### src/rtl/iob_spi_fl_prog_seq.sv
// Flash write/erase sequencer: WREN, then PAGE PROGRAM or SECTOR ERASE, then RDSR polling
// until WIP clears or the poll limit is reached. Drives the SPI flash controller request port.
module iob_spi_fl_prog_seq #(
  parameter int MAX_POLLS  = 65535,
  parameter int GAP_CYCLES = 8
) (
  input  logic        clk,
  input  logic        rst,
  input  logic        start,
  input  logic        op,
  input  logic [23:0] addr,
  input  logic [31:0] wdata,
  output logic        busy,
  output logic        done,
  output logic        err,
  output logic        fl_valid,
  output logic [31:0] fl_address,
  output logic [31:0] fl_command,
  output logic [31:0] fl_commandtp,
  output logic [31:0] fl_datain,
  input  logic        fl_ready,
  input  logic [31:0] fl_dataout
);

  typedef enum logic [3:0] {
    S_IDLE, S_WREN, S_WREN_W, S_OP, S_OP_W, S_POLL, S_POLL_W, S_GAP, S_FIN
  } state_t;

  localparam logic [15:0] POLL_LIMIT = 16'(MAX_POLLS);
  // GAP_CYCLES is the whole idle stretch between polls; the POLL setup cycle is one of them
  localparam logic [15:0] GAP_LAST   = (GAP_CYCLES > 1) ? 16'(GAP_CYCLES - 2) : 16'd0;

  state_t      state_reg, state_next;
  logic        op_reg, op_next;
  logic [15:0] poll_cnt_reg, poll_cnt_next, poll_cnt_inc;
  logic [15:0] gap_cnt_reg, gap_cnt_next;
  logic        busy_next, done_next, err_next, valid_next;
  logic [31:0] address_next, command_next, commandtp_next, datain_next;

  function automatic logic [31:0] make_cmd(input logic [7:0] opcode, input logic [6:0] nbits);
    return {16'h0000, 1'b0, nbits, opcode};
  endfunction

  assign poll_cnt_inc = (poll_cnt_reg == 16'hFFFF) ? poll_cnt_reg : poll_cnt_reg + 16'd1;

  always_comb begin
    state_next     = state_reg;
    op_next        = op_reg;
    poll_cnt_next  = poll_cnt_reg;
    gap_cnt_next   = gap_cnt_reg;
    busy_next      = busy;
    done_next      = 1'b0;
    err_next       = err;
    valid_next     = fl_valid;
    address_next   = fl_address;
    command_next   = fl_command;
    commandtp_next = fl_commandtp;
    datain_next    = fl_datain;

    case (state_reg)
      S_IDLE: begin
        if (start) begin
          op_next      = op;
          address_next = {8'h00, addr};
          datain_next  = wdata;
          err_next     = 1'b0;
          busy_next    = 1'b1;
          state_next   = S_WREN;
        end
      end
      S_WREN: begin
        command_next   = make_cmd(8'h06, 7'd0);
        commandtp_next = 32'd0;
        valid_next     = 1'b1;
        state_next     = S_WREN_W;
      end
      S_WREN_W: begin
        if (fl_ready) begin
          valid_next = 1'b0;
          state_next = S_OP;
        end
      end
      S_OP: begin
        if (op_reg) begin
          command_next   = make_cmd(8'h20, 7'd0);
          commandtp_next = 32'd3;
        end else begin
          command_next   = make_cmd(8'h02, 7'd32);
          commandtp_next = 32'd2;
        end
        valid_next = 1'b1;
        state_next = S_OP_W;
      end
      S_OP_W: begin
        if (fl_ready) begin
          valid_next    = 1'b0;
          poll_cnt_next = 16'd0;
          state_next    = S_POLL;
        end
      end
      S_POLL: begin
        command_next   = make_cmd(8'h05, 7'd8);
        commandtp_next = 32'd1;
        valid_next     = 1'b1;
        state_next     = S_POLL_W;
      end
      S_POLL_W: begin
        if (fl_ready) begin
          valid_next    = 1'b0;
          poll_cnt_next = poll_cnt_inc;
          if (!fl_dataout[0] || poll_cnt_inc == POLL_LIMIT) begin
            err_next   = fl_dataout[0];
            done_next  = 1'b1;
            busy_next  = 1'b0;
            state_next = S_FIN;
          end else if (GAP_CYCLES > 1) begin
            gap_cnt_next = 16'd0;
            state_next   = S_GAP;
          end else begin
            state_next = S_POLL;
          end
        end
      end
      S_GAP: begin
        if (gap_cnt_reg == GAP_LAST) state_next = S_POLL;
        else gap_cnt_next = gap_cnt_reg + 16'd1;
      end
      S_FIN: state_next = S_IDLE;
      default: state_next = S_IDLE;
    endcase
  end

  always_ff @(posedge clk) begin
    if (rst) begin
      state_reg    <= S_IDLE;
      op_reg       <= 1'b0;
      poll_cnt_reg <= 16'd0;
      gap_cnt_reg  <= 16'd0;
      busy         <= 1'b0;
      done         <= 1'b0;
      err          <= 1'b0;
      fl_valid     <= 1'b0;
      fl_address   <= 32'd0;
      fl_command   <= 32'd0;
      fl_commandtp <= 32'd0;
      fl_datain    <= 32'd0;
    end else begin
      state_reg    <= state_next;
      op_reg       <= op_next;
      poll_cnt_reg <= poll_cnt_next;
      gap_cnt_reg  <= gap_cnt_next;
      busy         <= busy_next;
      done         <= done_next;
      err          <= err_next;
      fl_valid     <= valid_next;
      fl_address   <= address_next;
      fl_command   <= command_next;
      fl_commandtp <= commandtp_next;
      fl_datain    <= datain_next;
    end
  end

endmodule
### config.mk
export PLATFORM = sky130hd
export DESIGN_NAME = iob_spi_fl_prog_seq
export DESIGN_NICKNAME = d
export VERILOG_FILES = /design/src/rtl/iob_spi_fl_prog_seq.sv
export SDC_FILE = /design/constraint.sdc
export NUM_CORES = 1
export LEC_CHECK = 0
export CAP_MARGIN = 10
export CORE_AREA = 3 3 111 113
export DETAILED_ROUTE_END_ITERATION = 16
export DIE_AREA = 0 0 114 116
export HOLD_SLACK_MARGIN = 0.02
export PLACE_DENSITY = 0.81
export SYNTH_ARGS = -nofsm -noshare
export SYNTH_HDL_FRONTEND = slang
export SYNTH_SLANG_ARGS = --single-unit
export TNS_END_PERCENT = 20
### constraint.sdc
create_clock -name clk -period 5.1 [get_ports clk]
set_clock_uncertainty 0.05 [all_clocks]
set_input_delay 1.53 -clock clk [delete_from_list [all_inputs] [get_ports clk]]
set_output_delay 1.53 -clock clk [all_outputs]
set_load 0.1 [all_outputs]
==> Word level (Yosys, flattened, before mapping) <==
Cells that the tools add are included.
Widths: inputs -> output; s select.
{ "totals": {"regBits": 161, "inputBits": 93, "output_inout_bits": 132} }
{ "op_classes": {"n_addsub": 2, "n_eq_ne": 19, "n_mux": 30, "bitwise_logic": 2, "n_reduce_logical": 17} }
{ "op_table": {"columns": ["op", "count"], "rows": [
  ["$pmux 32 s3", 2],
  ["$mux 16", 6],
  ["$pmux 16 s2", 2],
  ["$add 16x1->16 const B", 2],
  ["$eq 16x16->1 const B", 2],
  ["$pmux 4 s8", 1],
  ["$mux 4", 6],
  ["$eq 16x3->1 const B", 1],
  ["$eq 4x3->1 const B", 4],
  ["$ne 2x2->1 const B", 8],
  ["$mux 14", 1],
  ["$mux 1", 9],
  ["$reduce_or 3->1", 3],
  ["$eq 4x2->1 const B", 2],
  ["$reduce_and 4->1", 2],
  ["$reduce_bool 2->1", 4],
  ["$pmux 1 s2", 3],
  ["$reduce_and 5->1", 1],
  ["$eq 4x1->1 const B", 1],
  ["$logic_not 4->1", 1],
  ["$reduce_and 2->1", 2],
  ["$reduce_and 3->1", 1],
  ["$reduce_bool 3->1", 1],
  ["$ne 2x1->1 const B", 1],
  ["3 further kinds", 4]
]} }

==> Longest topological paths before layout <==
Gate-level depths: netlist (run 1).
{ "logic_depth": {"ltp_word": 7, "depth_mapped": 10, "depth_no_buf": 8} }

==> Worst setup path before layout (run 1) <==
No wires, ideal clock.
{ "synth_timing": {"kind": "register to output", "start": "register fl_command[11]", "end": "output port fl_command[11]", "arrival_time_ps": 1374, "required_time_ps": 3520, "setup_slack_ps": 2146, "stages_incl_launch_ff": 2, "cell_sequence": "dfxtp_1 > buf_4"} }
{ "synth_lines": {"columns": ["element", "line_no", "source"], "rows": [
  ["start: declaration", "18", "output logic [31:0] fl_command,"],
  ["start signal: assignment", "157", "fl_command <= command_next;"]
]} }
No word-level cell between the ends.

==> Final worst setup path (run 1) <==
{ "layout_timing": {"start": "register fl_command[5]", "end": "output port fl_command[5]"} }
No word-level cell between the ends.

==> results of run 1 <==
==> logic make-up (layout without fill, tap and decap cells) <==
kind of cell | after synthesis | after routing | synth area share
AOI/OAI and AO/OA | 161 | 161 | 0.1967
adders and majority gates | 3 | 3 | 0.007305
DFF | 104 | 104 | 0.4052
xor gates and xnor gates | 4 | 4 | 0.006819
muxes | 5 | 5 | 0.009740
other | 1 | 64 | 0.0007298
buffers and inverters | 108 | 154 | 0.1293
and+or+nand+nor | 269 | 269 | 0.2442
==> metrics by stage <==
step | util | setup WS, ns | hold slack, ns | instance area, sq um
floorplan | - | 2.146 | 0.3873 | 5375
global placement | 0.5465 | 1.362 | 0.3905 | 6240
detailed placement | 0.5465 | 1.343 | 0.3956 | 6240
CTS | 0.5697 | 1.607 | 0.4053 | 6505
global route | 0.5697 | 1.451 | 0.4189 | 6505
finish | 0.5697 | 1.617 | 0.4018 | 6505
==> path summary, 6_finish.rpt <==
check	from	to	slack, ns
worst max-delay path	fl_command[5]	fl_command[5]	1.62
worst min-delay path	fl_datain[25]	fl_datain[25]	0.40
worst max register to register	poll_cnt_reg[0]	gap_cnt_reg[3]	1.65
worst min register to register	fl_datain[25]	fl_datain[25]	0.40
==> synth_stat cells, types with 6 or more instances <==
cell / n / share of area
clkbuf_1: 29 / 0.021
nor3_1: 12 / 0.012
nand2b_1: 8 / 0.0097
nor2_1: 38 / 0.028
nand3_1: 17 / 0.017
a311oi_1: 10 / 0.017
o21ai_0: 24 / 0.023
a31oi_1: 6 / 0.0073
or3_1: 8 / 0.0097
nand4_1: 6 / 0.0073
dfxtp_1: 104 / 0.41
a21oi_1: 84 / 0.082
buf_4: 65 / 0.095
nand2_1: 146 / 0.11
inv_1: 7 / 0.0051
==> cell type report <==
| cell class | count | share of cell area |
|---|---|---|
| clock inverters | 4 | 0.005001 |
| repair buffers | 132 | 0.2016 |
| inverters | 7 | 0.004039 |
| flip-flops and latches | 104 | 0.3201 |
| clock buffers | 11 | 0.03578 |
| well taps | 143 | 0.02751 |
| multi-input cells | 506 | 0.4060 |
==> report_power, final <==
group | leakage (nW) | internal [mW] | switching, mW
combinational | 1.30 | 0.211 | 0.875
sequential | 0.847 | 0.883 | 0.0459
clock | 0.122 | 0.330 | 0.296
==> per-layer routing <==
metal | vias to the layer above | track usage
li1 | 2357 | -
met1 | 2155 | 0.2355
met2 | 157 | 0.2873
met3 | 17 | 0.08982
met4 | 0 | 0.05859
met5 | - | 0
==> worst register-to-register path, delay by kind of cell, from the launching register on <==
| family | cells | cell delay (ns) |
|---|---|---|
| AO/OA/AOI/OAI | 2 | 0.99 |
| XOR/XNOR | 1 | 0.15 |
| adder cells (fa/ha/maj) | 1 | 0.36 |
| flip-flops | 1 | 0.46 |
| AND/OR/NAND/NOR | 4 | 1.28 |
==> impl_metrics.yaml, run 1 <==
floorplan:
  dieArea_sq_um: 13220
  core_area_sq_um: 11420
  die_y_um: 116
  die-width_um: 114
  start_util: 0.4500
  pin_count: 225
  core.rowCount: 39
layout:
  layout-drive-gt1-share: 0.05105
  top_regs: "fl_datain x32, fl_address x24"
  multiInputGateArea_sq_um: 2641
  final_cell_mix: "nand2_1 (146), clkdlybuf4s50_1 (128), dfxtp_1 (104)"
  regMostFlops: "fl_datain"
  ff_latch_area_sq_um: 2082
  final_common_cell: "nand2_1"
  largest_register_ffs: 32
  fill_cells: 1053
  final_cells: 907
  n_antenna_cell: 0
  final_nets: 856
  area_delta_synth_final_pct: 26.59
critical_path:
  crit_type: "flip-flop to output pin"
  cp.required_ns: 3.52
  max_stage_delay_ns: 1.20
  crit_family: "buffers and inverters"
  cp_num_buf_inv: 1
  crit_path_start_kind: "flip-flop"
  setup.worst_path.end_class: "output pin"
  arrival_ns: 1.90
  worstRegToRegCells: 8
  path_max_fanout: 3
  worst-path-stages: 1
  cp_slowest_cell: "clkdlybuf4s50_1"
  crit_chain: "clkdlybuf4s50_1"
job:
  cap_violations: 0
placed_design:
  dp_hpwl_um: 8732
  dp.cells: 892
  io_buffers: 129
  gp_routability_congestion: 0.8589
route:
  via_per_inst: 5.166
  postRouteWirelength_um: 12760
  wl_met3_um: 1336
  met1_length_um: 5269
  top_layer: "met4"
  drc_errors: 0
  vias: 4686
  ant_nets: 0
  met2_length_um: 5937
  wl_per_cell_um: 14.06
  initialDrtViolationCount: 331
  dr.pass1.iters: 5
status:
  status: "finished clean"
global_route:
  grt_max_degree: 103
  overflow: 0
  grt.total_usage: 0.1880
  grt_pass1_vias: 4237
  grt_pass1_wl_um: 20510
  antenna_found_initial: 0
clocking:
  cts_max_level: 3
  cts_setup_buffers: 0
  clk_path_buf_depth: 2
  clk_pin_slew_ns: 0.07
  cts-root-buf: "clkbuf_16"
  cts-buffers-inserted: 9
  cts_tree: "yes"
  cts_sinks: 104
  cts_resized: 0
  cts_hold_buf: 0
  clock_latency_ns: 0.34
sta:
  worstMarginPinSlew_ns: 1.077
  slew_violations: 0
  maxSlewHeadroom: 0.2818
  setup_violations: 0
  setup-tns-final_ns: 0
  max_freq_mhz: 287.1
  period_share: 0.6829
  min_period_ns: 3.483
  rsz0062_at_grt: "no"
  hold_violations: 0
power:
  leakage_nw: 2.273
  irDropWorstVdd_mv: 0.3342
  power.total_mw: 2.641
  powerDensity_nw_per_um2: 406.0
synthesis:
  synth-edff-count: 0
  ys_warn_count: 0
  netlist_area_sq_um: 5139
  syn_avg_cell_area_sq_um: 7.845
  syn_inst: 655
  ys_ff_latch: 104
  yosysUniqueCellTypes: 60
  synth_ff_type: "dfxtp_1"
  ys_seq_area_frac: 0.4052
  async_flop_share: 0
worst_hold_path:
  holdPathStages: 2
  min_path_type: "flip-flop to flip-flop"
No activity file was read; power rests on OpenSTA's default activity.
==> run 2: changes to the inputs <==
Settings changed: CORE_AREA 3 3 111 113 to 3 3 121 123, DIE_AREA 0 0 114 116 to 0 0 124 126, PLACE_DENSITY 0.81 to 0.72.
Clock period 5.1 ns to 2.9 ns, I/O delays scaled along.
==> run 2 against run 1 <==
Effect of this change: combinational power is 76% higher; die area up 18%; non-clock buffer count increased by 31; hold slack better by 0.0030 ns; critical endpoint is now gap_cnt_reg[7]; largest cell class unchanged; largest power group unchanged.
==> impl_metrics.yaml, run 2 (synthesis results as in run 1) <==
sta:
  setup-tns-final_ns: 0
  period_share: 0.9413
  maxSlewHeadroom: 0.6443
  slew_violations: 0
  min_period_ns: 2.730
  worstMarginPinSlew_ns: 0.5316
  hold_violations: 0
  rsz0062_at_grt: "no"
  setup_violations: 0
  max_freq_mhz: 366.3
layout:
  n_antenna_cell: 0
  ff_latch_area_sq_um: 2082
  fill_cells: 1374
  regMostFlops: "fl_datain"
  final_nets: 887
  multiInputGateArea_sq_um: 2658
  final_common_cell: "nand2_1"
  final_cells: 976
  largest_register_ffs: 32
  area_delta_synth_final_pct: 31.73
  final_cell_mix: "nand2_1 (146), dfxtp_1 (104), buf_4 (97)"
  top_regs: "fl_datain x32, fl_address x24"
  layout-drive-gt1-share: 0.1796
power:
  p_sw_mw: 2.188
  leakage_nw: 2.612
  powerDensity_nw_per_um2: 717.5
  pwr-share-seq: 0.337
  irDropWorstVdd_mv: 0.5309
  comb_power_share: 0.395
  p_int_mw: 2.668
  p_clk_frac: 0.269
  p_sw_frac: 0.4506
clocking:
  clk_pin_slew_ns: 0.07
  cts_setup_buffers: 0
  cts-buffers-inserted: 9
  cts_resized: 0
  clock_latency_ns: 0.35
  cts_tree: "yes"
  clk_path_buf_depth: 2
  cts-root-buf: "clkbuf_16"
  cts_hold_buf: 0
  cts_sinks: 104
  cts_max_level: 3
placed_design:
  dp_hpwl_um: 9327
  gp_routability_congestion: 0.8613
  io_buffers: 129
  dp.cells: 960
floorplan:
  start_util: 0.3731
  pin_count: 225
  core.rowCount: 43
  die_y_um: 126
  dieArea_sq_um: 15620
  die-width_um: 124
  core_area_sq_um: 13770
global_route:
  grt_pass1_vias: 4350
  grt_max_degree: 74
  grt.total_usage: 0.1642
  antenna_found_initial: 0
  grt_pass1_wl_um: 20950
  overflow: 0
worst_hold_path:
  min_path_type: "flip-flop to flip-flop"
route:
  dr.pass1.iters: 5
  vias: 4846
  initialDrtViolationCount: 356
  postRouteWirelength_um: 12980
  via_per_inst: 4.965
  drc_errors: 0
  ant_nets: 0
  wl_per_cell_um: 13.30
status:
  status: "finished clean"
critical_path:
  crit_chain: "ha_2 -> nand4_4 -> or4_4 -> nand3_1 -> o221ai_1 -> nor4b_2 -> buf_4 -> a21oi_2 -> buf_12 -> a311oi_1"
  cp_slowest_cell: "or4_4"
  path_max_fanout: 16
  cp_num_buf_inv: 2
  arrival_ns: 2.94
  setup.worst_path.end_class: "flip-flop"
  cp.required_ns: 3.11
  crit_path_start_kind: "flip-flop"
  max_stage_delay_ns: 0.58
  crit_family: "simple AND/OR/NAND/NOR gates"
  crit_type: "flip-flop to flip-flop"
job:
  cap_violations: 0
-- run 2: changes by cell type in the layout (fill, tap and decap cells not counted), moves of 2 or more --
cell and delta:
clkbuf_1 -2, clkdlybuf4s50_1 -68, clkbuf_8 +3, buf_12 +6, buf_4 +93
-- run 2: final timing paths --
check                                      from        endpoint  slack [ns]  cells after the start
worst min-delay path              fl_datain[12]   fl_datain[12]        0.40                      2
worst max register to register  poll_cnt_reg[0]  gap_cnt_reg[7]        0.17                     10
worst min register to register    fl_datain[12]   fl_datain[12]        0.40                      2
worst max-delay path            poll_cnt_reg[0]  gap_cnt_reg[7]        0.17                     10
-- run 2: layout make-up --
cell class | instances | share of cell area
clock inverters | 4 | 0.009242
repair buffers | 163 | 0.2140
multi-input cells | 506 | 0.3926
inverters | 7 | 0.003882
flip-flops and latches | 104 | 0.3076
well taps | 180 | 0.03327
clock buffers | 12 | 0.03937
-- run 2: through the flow --
stage / utilization / worst slack [ns] / cell area [sq um] / total power, mW / hold WS (ns)
after global routing: 0.4915 / 0.01103 / 6769 / 5.062 / 0.4244
after global placement: 0.4664 / 0.1350 / 6424 / 3.582 / 0.3917
final: 0.4915 / 0.1703 / 6769 / 4.857 / 0.4048
after CTS: 0.4903 / 0.05953 / 6753 / 4.908 / 0.4067
after detailed placement: 0.4664 / 0.08221 / 6424 / 3.590 / 0.3966
after floorplan: - / 0.1997 / 5375 / 3.242 / 0.3873
-- run 2: worst register-to-register path, delay by kind of cell, from the launching register on --
| kind | cells | cell delay [ns] |
|---|---|---|
| and+or+nand+nor | 4 | 1.19 |
| adders and majority gates | 1 | 0.24 |
| AOI/OAI and AO/OA | 3 | 0.49 |
| buffers and inverters | 2 | 0.33 |
| DFF | 1 | 0.34 |
-- run 2: power by group through the flow --
stage / Clock (mW) / Combinational (mW) / Sequential [mW]
2_1_floorplan: 0 / 0.787 / 2.46
3_3_place_gp: 0 / 1.92 / 1.66
3_5_place_dp: 0 / 1.92 / 1.67
4_1_cts: 1.35 / 1.93 / 1.64
5_1_grt: 1.40 / 2.00 / 1.65
6_report: 1.30 / 1.92 / 1.64
-- run 2: routing by layer --
metal / up-vias / global-route usage / wire length, um
met5: - / 0 / 0
met4: 0 / 0.04253 / 192
met3: 17 / 0.07140 / 1220
met2: 193 / 0.2498 / 5975
met1: 2216 / 0.2137 / 5592
li1: 2420 / - / -
